--- config.mk ---
export PLATFORM = sky130hd
export DESIGN_NAME = lfsr
export DESIGN_NICKNAME = d
export VERILOG_FILES = /design/src/rtl/lfsr.sv
export SDC_FILE = /design/constraint.sdc
export NUM_CORES = 1
export LEC_CHECK = 0
export CAP_MARGIN = 10
export CORE_MARGIN = 2
export CORE_UTILIZATION = 46
export CTS_CLUSTER_DIAMETER = 40
export DETAILED_ROUTE_END_ITERATION = 8
export GPL_TIMING_DRIVEN = 0
export HOLD_SLACK_MARGIN = 0.1
export PLACE_DENSITY = 0.8
export SYNTH_ARGS = -nofsm -noshare
export SYNTH_HDL_FRONTEND = slang
export SYNTH_SLANG_ARGS = --single-unit
--- constraint.sdc ---
create_clock -name clk -period 1.9 [get_ports clk]
set_input_delay 0.285 -clock clk [delete_from_list [all_inputs] [get_ports clk]]
set_output_delay 0.285 -clock clk [all_outputs]
set_load 0.01 [all_outputs]
--- src/rtl/lfsr.sv ---
// ---------------------------------------------------------------------------
// lfsr -- 16-bit Fibonacci linear-feedback shift register.
//
// Produces one pseudo-random bit per enabled clock cycle. Reset loads a
// fixed non-zero seed. The taps give a maximal-length sequence that visits
// every non-zero 16-bit state once per 65535 steps.
//
// Ports
//   clk        in   1   rising-edge clock for all state
//   rst        in   1   synchronous, active-high reset (has priority over en)
//   en         in   1   step enable, sampled on each rising clk edge
//   rand_bit   out  1   registered; the LSB shifted out on the latest step
//   shift_reg  out  16  registered; the current LFSR state
// ---------------------------------------------------------------------------
module lfsr (
    input  logic        clk,
    input  logic        rst,
    input  logic        en,
    output logic        rand_bit,
    output logic [15:0] shift_reg
);

    localparam logic [15:0] SEED = 16'hECEB;

    logic [15:0] state_q;
    logic [15:0] state_d;
    logic        bit_q;
    logic        bit_d;

    // Taps at bits 0, 2, 3 and 5 of the current state; the XOR result is
    // shifted in at the MSB so the polynomial stays maximal-length.
    function automatic logic feedback(input logic [15:0] s);
        return s[0] ^ s[2] ^ s[3] ^ s[5];
    endfunction

    // Next state: a step shifts right and captures the outgoing LSB;
    // otherwise both registers hold.
    always_comb begin
        state_d = state_q;
        bit_d   = bit_q;
        if (en) begin
            state_d = {feedback(state_q), state_q[15:1]};
            bit_d   = state_q[0];
        end
    end

    // ---- register stage: state and output bit ----
    always_ff @(posedge clk) begin
        if (rst) begin
            state_q <= SEED;
            bit_q   <= 1'b0;
        end else begin
            state_q <= state_d;
            bit_q   <= bit_d;
        end
    end

    assign shift_reg = state_q;
    assign rand_bit  = bit_q;

endmodule

==> results.json, run 1 <==
{
  "cts.sinks": 17,
  "cts_tree": "yes",
  "routed_wl_um": 1102,
  "htreeDepth": 1,
  "grt_pass1_vias": 386,
  "final_core_util": 0.6529,
  "min_period_ns": 1.542,
  "fin_nets": 84,
  "crit_slowest_cell": "clkdlybuf4s50_1",
  "avgSynthCellArea_um2": 10.75,
  "drtIter0Drc": 3,
  "pwr-share-clk": 0.270,
  "power_switching_mw": 0.1820,
  "cpPeakStageDelay_ns": 0.56,
  "grt_pass1_wl_um": 1676,
  "setup_viol": 0,
  "synthDistinctLibCells": 10,
  "fin_skew_ns": 0.004482,
  "antenna_found_initial": 0,
  "post_drt_wl_per_cell_um": 11.60,
  "gp_congestion": 0.6864,
  "drt_first_pass_iters": 5,
  "synth_top_family_by_area": "multiplexers",
  "syn_to_final_growth_pct": 33.93,
  "die_w_um": 41.14,
  "yosys.area_share.simple": 0.1026,
  "floorplan.initialDensity": 0.4875,
  "cp.required_ns": 1.62,
  "syn-cell-area_um2": 634.4,
  "comb_power_share": 0.173,
  "p_seq_frac": 0.557,
  "crit_chain": "clkdlybuf4s50_1",
  "fin_crit_sh": 0.8115,
  "n_fill_cell": 124,
  "drc": 0,
  "cts_buffer_depth": 2,
  "cts_buffers": 3,
  "grt_overflow_total": 0,
  "worst_hold_path_type": "input pin to register",
  "grt_use_total": 0.1558,
  "synth_compound_area_frac": 0.009862,
  "viasPerCell": 4.989,
  "worstSetupPathType": "register to primary output",
  "synth_fp_nets": 62,
  "rsz0062_at_grt": "false",
  "yosys-mux-area-fraction": 0.2525,
  "final_hold_viol_count": 0,
  "std_cell_rows": 13,
  "slew_violations": 0,
  "num_antenna_cells": 0,
  "critical_path_buf_inv_count": 1,
  "grt_start_max_net_pins": 11,
  "synthCells": 59,
  "max_freq_ghz": 0.6485,
  "path_clk_slew_ns": 0.10,
  "leakage_nw": 0.3799,
  "fin_tns_setup_ns": 0,
  "ys_warn_count": 0,
  "ys_seq_area_frac": 0.5365,
  "synth_fa_ha_area_frac": 0,
  "die_area_um2": 1692,
  "cts-resized-gates": 0,
  "num_io_pins": 20,
  "critical_path.top_delay_family": "buffers and inverters",
  "core_area_um2": 1301,
  "final_antenna_net_count": 0,
  "status": "finished clean",
  "maxCapViolCount": 0,
  "ys_ff_latch": 17,
  "peakVddDrop_v": 0.0005255,
  "p_per_area_nw_per_um2": 845.4,
  "largest_reg_flops": 16,
  "synth-xor-area-share": 0.04142,
  "cts_setup_buffers": 0,
  "critPathArrivalTime_ns": 1.26,
  "internal_power_mw": 0.5362,
  "die_y_um": 41.14,
  "drive_gt1_frac": 0.08750,
  "clk_latency_ns": 0.29,
  "vias": 474,
  "crit_fanout": 4,
  "max_slew_margin": 0.8989,
  "end_kind": "primary output",
  "start_kind": "register",
  "port_buffers": 17,
  "switching_share": 0.2534,
  "tightest_slew_ns": 0.1474,
  "hold_buffers": 0,
  "cts_root_buffer": "clkbuf_4"
}
final cells by class:
| class | instances | area [um2] | area share |
|---|---|---|---|
| buffer | 4 | 32.53 | 0.03829 |
| clock buffer | 4 | 26.28 | 0.03093 |
| inverter | 1 | 3.754 | 0.004418 |
| multi-input combinational | 37 | 257.7 | 0.3034 |
| sequential | 17 | 340.3 | 0.4006 |
| tap | 15 | 18.77 | 0.02209 |
| timing repair buffer | 17 | 170.2 | 0.2003 |
cells by family (layout without fill, tap and decap cells):
| kind of cell | Yosys count | after routing |
|---|---|---|
| flip-flops | 17 | 17 |
| AND/OR/NAND/NOR | 17 | 17 |
| multiplexers | 16 | 16 |
| buffers and inverters | 5 | 26 |
| XOR/XNOR | 3 | 3 |
| AO/OA/AOI/OAI | 1 | 1 |
cells in the mapped netlist:
cell,instances,area [um2]
dfxtp_1,17,340.3
mux2i_1,16,160.2
nand2_1,10,37.54
nor2_1,6,22.52
xnor2_1,3,26.28
buf_2,2,10.01
buf_6,2,22.52
a31oi_1,1,6.260
inv_1,1,3.750
nor3_1,1,5.000
through the flow:
step | std cells | power [mW] | hold slack, ns | area (um2) | worst slack, ns
CTS | 95 | 0.7234 | 0.2621 | 849.6 | 0.3493
floorplan | 59 | 0.4760 | 0.5267 | 634.4 | 0.9862
detailed placement | 91 | 0.5343 | 0.4855 | 823.3 | 0.6860
global placement | 91 | 0.5321 | 0.4731 | 823.3 | 0.6814
finish | 95 | 0.7182 | 0.2627 | 849.6 | 0.3581
global route | 95 | 0.7565 | 0.2512 | 849.6 | 0.2929
power groups by stage:
stage	sequential, mW	combinational [mW]	clock [mW]
6_report	0.400	0.124	0.194
5_1_grt	0.404	0.135	0.217
4_1_cts	0.401	0.126	0.197
3_5_place_dp	0.409	0.125	0
3_3_place_gp	0.409	0.123	0
2_1_floorplan	0.419	0.0574	0
path summary, 6_finish.rpt:
kind	startpoint	end	slack (ns)	depth (start not counted)
setup / recovery	shift_reg[5]	shift_reg[5]	0.36	1
setup reg to reg	shift_reg[0]	shift_reg[15]	1.02	3
hold / removal	rst	shift_reg[4]	0.26	2
hold reg to reg	shift_reg[13]	shift_reg[13]	0.50	2
layout by cell type (no fill, tap or decap):
| cell | n |
|---|---|
| clkbuf_4 | 3 |
| nand2_1 | 10 |
| dfxtp_1 | 17 |
| nor2_1 | 6 |
| inv_1 | 1 |
| clkdlybuf4s50_1 | 17 |
| buf_2 | 2 |
| nor3_1 | 1 |
| a31oi_1 | 1 |
| clkbuf_1 | 1 |
| buf_6 | 2 |
| xnor2_1 | 3 |
| mux2i_1 | 16 |
layer usage:
metal	up-vias	global-route usage	routed length (um)
met1	222	0.2533	529
met4	0	0.07258	22
met2	15	0.1680	499
li1	234	-	-
met3	3	0.05435	51
met5	-	0	0
Power figures use the tool's default switching activity.
==> run 2: changes to the inputs <==
--- a/config.mk
+++ b/config.mk
@@ -6,13 +6,14 @@
 export NUM_CORES = 1
 export LEC_CHECK = 0
 export CAP_MARGIN = 10
+export CORE_ASPECT_RATIO = 1.1
 export CORE_MARGIN = 2
-export CORE_UTILIZATION = 46
+export CORE_UTILIZATION = 39
 export CTS_CLUSTER_DIAMETER = 40
 export DETAILED_ROUTE_END_ITERATION = 8
 export GPL_TIMING_DRIVEN = 0
 export HOLD_SLACK_MARGIN = 0.1
-export PLACE_DENSITY = 0.8
+export PLACE_DENSITY = 0.73
 export SYNTH_ARGS = -nofsm -noshare
 export SYNTH_HDL_FRONTEND = slang
 export SYNTH_SLANG_ARGS = --single-unit
==> constraint.sdc (replaced) <==
create_clock -name clk -period 1.4 [get_ports clk]
set_input_delay 0.21 -clock clk [delete_from_list [all_inputs] [get_ports clk]]
set_output_delay 0.21 -clock clk [all_outputs]
set_load 0.01 [all_outputs]
==> results.json, run 2 (synthesis gave the netlist of run 1 again) <==
{
  "r2r_start": "shift_reg[3]",
  "tightest_slew_ns": 0.1903,
  "die_y_um": 46.30,
  "grt_pass1_vias": 382,
  "post_drt_wl_per_cell_um": 11.86,
  "core_area_um2": 1539,
  "fin_tns_setup_ns": 0,
  "maxCapViolCount": 0,
  "num_antenna_cells": 0,
  "cts_setup_buffers": 0,
  "hold_buffers": 0,
  "reg2reg_depth": 3,
  "antenna_found_initial": 0,
  "cts_buffer_depth": 2,
  "rsz0062_at_grt": "false",
  "seqCellArea_um2": 345.3,
  "n_fill_cell": 153,
  "min_period_ns": 1.146,
  "port_buffers": 17,
  "crit_slowest_cell": "dfxtp_1",
  "critical_path_buf_inv_count": 1,
  "cts_tree": "yes",
  "cts_buffers": 3,
  "fin_skew_ns": 0.003569,
  "max_slew_margin": 0.8732,
  "routed_wl_um": 1150,
  "worst_hold_path_type": "input pin to register",
  "clk_latency_ns": 0.29,
  "worstSetupPathType": "register to primary output",
  "multi_input_area_um2": 257.7,
  "num_io_pins": 20,
  "final_hold_viol_count": 0,
  "die_w_um": 42.46,
  "max_freq_ghz": 0.8728,
  "std_cell_rows": 15,
  "vias": 454,
  "cpPeakStageDelay_ns": 0.37,
  "grt_start_max_net_pins": 11,
  "cts_root_buffer": "clkbuf_4",
  "cts.sinks": 17,
  "layout_common_cells": "mux2i_1, dlygate4sd2_1, dfxtp_1",
  "cp.required_ns": 1.19,
  "critical_path.top_delay_family": "flip-flops",
  "drc": 0,
  "final_antenna_net_count": 0,
  "drt_first_pass_iters": 2,
  "cp.depth": 1,
  "status": "finished clean",
  "gp_congestion": 0.7241,
  "grt_overflow_total": 0,
  "finalWorstSetupSlack_ns": 0.2542,
  "hold_start": "rst",
  "setup_viol": 0,
  "die_area_um2": 1966,
  "critPathArrivalTime_ns": 0.94,
  "end_kind": "primary output",
  "largest_reg_flops": 16,
  "start_kind": "register",
  "fin_crit_sh": 0.8184,
  "crit_fanout": 3,
  "r2r_end": "shift_reg[15]",
  "grt_pass1_wl_um": 1828,
  "grt_use_total": 0.1338,
  "stdcell_count": 97,
  "leakage_nw": 0.3883,
  "slew_violations": 0,
  "drtIter0Drc": 1,
  "crit_chain": "dlygate4sd2_1",
  "pre_cts_ws_ns": 0.2466,
  "rrSetupSlack_ns": 0.53,
  "cp-startpoint": "shift_reg[4]",
  "htreeDepth": 1,
  "p_per_area_nw_per_um2": 1125,
  "endpoint": "shift_reg[4]",
  "path_clk_slew_ns": 0.09,
  "dp_hpwl_um": 807.9,
  "viasPerCell": 4.680,
  "drive_gt1_frac": 0.1500,
  "peakVddDrop_v": 0.0006522,
  "fin_nets": 84,
  "floorplan.initialDensity": 0.4122,
  "placed_cells": 93,
  "syn_to_final_growth_pct": 32.54,
  "cts-resized-gates": 20
}
-- run 2: changes by cell type in the layout (fill, tap and decap cells not counted), sizes merged --
| cell | previous run | this run |
|---|---|---|
| clkbuf | 4 | 3 |
| clkdlybuf4s50 | 17 | 0 |
| clkinv | 0 | 1 |
| dlygate4sd2 | 0 | 16 |
| dlymetal6s2s | 0 | 1 |
-- run 2: power breakdown --
part | switching (mW) | total, mW | leakage, nW | internal (mW)
Clock | 0.148 | 0.254 | 0.0177 | 0.106
Combinational | 0.0694 | 0.146 | 0.231 | 0.0769
Sequential | 0.0261 | 0.545 | 0.140 | 0.519
Total | 0.244 | 0.946 | 0.388 | 0.702
-- run 2: stage by stage --
stage | power [mW] | hold WS [ns] | instance area [um2] | util
global placement | 0.7228 | 0.4788 | 825.8 | 0.5366
floorplan | 0.6460 | 0.4517 | 634.4 | -
detailed placement | 0.7259 | 0.4922 | 825.8 | 0.5366
global route | 0.9961 | 0.2126 | 840.8 | 0.5463
finish | 0.9456 | 0.1954 | 840.8 | 0.5463
CTS | 0.9565 | 0.1906 | 838.3 | 0.5447
-- run 2: per-layer routing --
layer,vias to the layer above,wire length (um),GRT usage
met5,-,0,0
met4,0,46,0.1313
li1,235,-,-
met1,205,531,0.1598
met3,4,38,0.01176
met2,10,533,0.2123
-- run 2: layout make-up --
type / instances / share of cell area
Buffer: 4 / 0.03869
Tap cell: 17 / 0.02530
Inverter: 1 / 0.004464
Multi-Input combinational cell: 37 / 0.3065
Clock inverter: 1 / 0.005952
Sequential cell: 17 / 0.4107
Timing Repair Buffer: 17 / 0.1815
Clock buffer: 3 / 0.02679
-- run 2: how the worst min path moves through the flow --
stage / to / cells past startpoint / slack, ns
4_1_cts: shift_reg[2] / 2 / 0.19
3_3_place_gp: rand_bit / 2 / 0.48
5_1_grt: shift_reg[9] / 2 / 0.21
6_report: shift_reg[2] / 2 / 0.20
2_1_floorplan: rand_bit / 2 / 0.45
3_5_place_dp: shift_reg[6] / 2 / 0.49
-- run 2: worst register-to-register path: stages, from the launching register on --
cell,delay [ns]
dfxtp_2,0.35
xnor2_1,0.18
xnor2_1,0.14
a31oi_1,0.09
==> run 3: changes to the inputs <==
--- a/config.mk
+++ b/config.mk
@@ -8,12 +8,12 @@
 export CAP_MARGIN = 10
 export CORE_ASPECT_RATIO = 1.1
 export CORE_MARGIN = 2
-export CORE_UTILIZATION = 39
+export CORE_UTILIZATION = 43
 export CTS_CLUSTER_DIAMETER = 40
 export DETAILED_ROUTE_END_ITERATION = 8
 export GPL_TIMING_DRIVEN = 0
 export HOLD_SLACK_MARGIN = 0.1
-export PLACE_DENSITY = 0.73
+export PLACE_DENSITY = 0.76
 export SYNTH_ARGS = -nofsm -noshare
 export SYNTH_HDL_FRONTEND = slang
 export SYNTH_SLANG_ARGS = --single-unit
==> constraint.sdc (replaced) <==
create_clock -name clk -period 1.2 [get_ports clk]
set_input_delay 0.18 -clock clk [delete_from_list [all_inputs] [get_ports clk]]
set_output_delay 0.18 -clock clk [all_outputs]
set_load 0.01 [all_outputs]
==> results.json, run 3 (synthesis gave the netlist of run 1 again) <==
{
  "status": "finished clean",
  "fin_tns_setup_ns": 0,
  "dp_hpwl_um": 776.1,
  "max_slew_margin": 0.8740,
  "grt_use_total": 0.1507,
  "post_drt_wl_per_cell_um": 11.63,
  "cpPeakStageDelay_ns": 0.39,
  "fin_nets": 84,
  "path_clk_slew_ns": 0.09,
  "n_fill_cell": 130,
  "worst_hold_path_type": "input pin to register",
  "slew_violations": 0,
  "rsz0062_at_grt": "false",
  "critPathArrivalTime_ns": 0.97,
  "syn_to_final_growth_pct": 31.56,
  "leakage_nw": 0.3867,
  "reg2reg_depth": 3,
  "fin_skew_ns": 0.001906,
  "layout_commonest_cell": "dlygate4sd2_1",
  "largest_reg_flops": 16,
  "grt_overflow_total": 0,
  "min_period_ns": 1.146,
  "grt_start_max_net_pins": 11,
  "crit_fanout": 4,
  "holdWs_ns": 0.1416,
  "final_core_util": 0.6108,
  "r2r_end": "shift_reg[15]",
  "num_antenna_cells": 0,
  "tightest_slew_ns": 0.1890,
  "clk_latency_ns": 0.29,
  "floorplan.initialDensity": 0.4643,
  "htreeDepth": 1,
  "fin_crit_sh": 0.9550,
  "worstSetupPathType": "register to primary output",
  "cp-startpoint": "shift_reg[3]",
  "stdcell_count": 96,
  "crit_chain": "dlygate4sd2_1",
  "std_cell_rows": 14,
  "maxCapViolCount": 0,
  "layout_common_cells": "dlygate4sd2_1, mux2i_1, dfxtp_1",
  "cp.required_ns": 1.02,
  "drive_gt1_frac": 0.1375,
  "power_mw": 1.107,
  "routed_wl_um": 1116,
  "core_area_um2": 1366,
  "rrSetupSlack_ns": 0.33,
  "p_per_area_nw_per_um2": 1327,
  "crit_slowest_cell": "dfxtp_1",
  "cp.depth": 1,
  "grt_pass1_vias": 419,
  "cts_root_buffer": "clkbuf_4",
  "drt_first_pass_iters": 2,
  "cts_buffers": 3,
  "end_kind": "primary output",
  "port_buffers": 17,
  "drtIter0Drc": 1,
  "endpoint": "shift_reg[3]",
  "cts_buffer_depth": 2,
  "placed_cells": 92,
  "setup_viol": 0,
  "die_y_um": 44.29,
  "drc": 0,
  "final_hold_viol_count": 0,
  "cts_setup_buffers": 0,
  "critical_path.top_delay_family": "flip-flops",
  "antenna_found_initial": 0,
  "vias": 472,
  "cts.sinks": 17,
  "r2r_start": "shift_reg[3]",
  "start_kind": "register",
  "die_w_um": 40.62,
  "gp_congestion": 0.6648,
  "final_antenna_net_count": 0,
  "die_area_um2": 1799,
  "num_io_pins": 20,
  "peakVddDrop_v": 0.0007462,
  "critical_path_buf_inv_count": 1,
  "max_freq_ghz": 0.8726,
  "cts_tree": "yes",
  "viasPerCell": 4.917,
  "grt_pass1_wl_um": 1814
}
## run 3: cell count changes in the layout (fill, tap and decap cells not counted), sizes merged
cell,change
dlygate4sd2,+1
dlymetal6s2s,-1
## run 3: report_power, final
part / internal (mW) / total (mW) / switching, mW
Combinational: 0.0895 / 0.171 / 0.0814
Sequential: 0.605 / 0.634 / 0.0295
Clock: 0.124 / 0.302 / 0.178
Total: 0.818 / 1.11 / 0.289
## run 3: stage by stage
stage	worst slack [ns]	instance area (um2)
2_1_floorplan	0.3171	634.4
3_3_place_gp	0.09263	824.5
3_5_place_dp	0.08669	824.5
4_1_cts	0.04177	834.6
5_1_grt	0.01300	834.6
6_report	0.05406	834.6
## run 3: final cells by class
cell class | instances | area, um2 | share of cell area
clock buffers | 3 | 22.52 | 0.02699
multi-input cells | 37 | 257.7 | 0.3088
inverters | 1 | 3.754 | 0.004498
flip-flops and latches | 17 | 344.1 | 0.4123
repair buffers | 17 | 148.9 | 0.1784
well taps | 16 | 20.02 | 0.02399
clock inverters | 1 | 5.005 | 0.005997
plain buffers | 4 | 32.53 | 0.03898
## run 3: how the worst min path moves through the flow
stage	start	end	slack (ns)	cells after the start
6_report	rst	shift_reg[2]	0.14	2
5_1_grt	rst	shift_reg[9]	0.16	2
4_1_cts	rst	shift_reg[2]	0.15	2
3_5_place_dp	rst	shift_reg[4]	0.47	2
3_3_place_gp	rst	shift_reg[4]	0.47	2
2_1_floorplan	rst	rand_bit	0.42	2
## run 3: what timing repair did
| action | 4_1_cts | 5_1_grt |
|---|---|---|
| gates resized for setup | 20 | 0 |
| endpoints found under the setup margin | 17 | 0 |
| hold buffers | 0 | 0 |
## run 3: metal layers
metal  part of all wire  up-vias  track usage
met1               0.45      220       0.2226
met2               0.47       13       0.1937
li1                   -      235            -
met4              0.022        0       0.1000
met3              0.054        4      0.03015
met5                  0        -            0
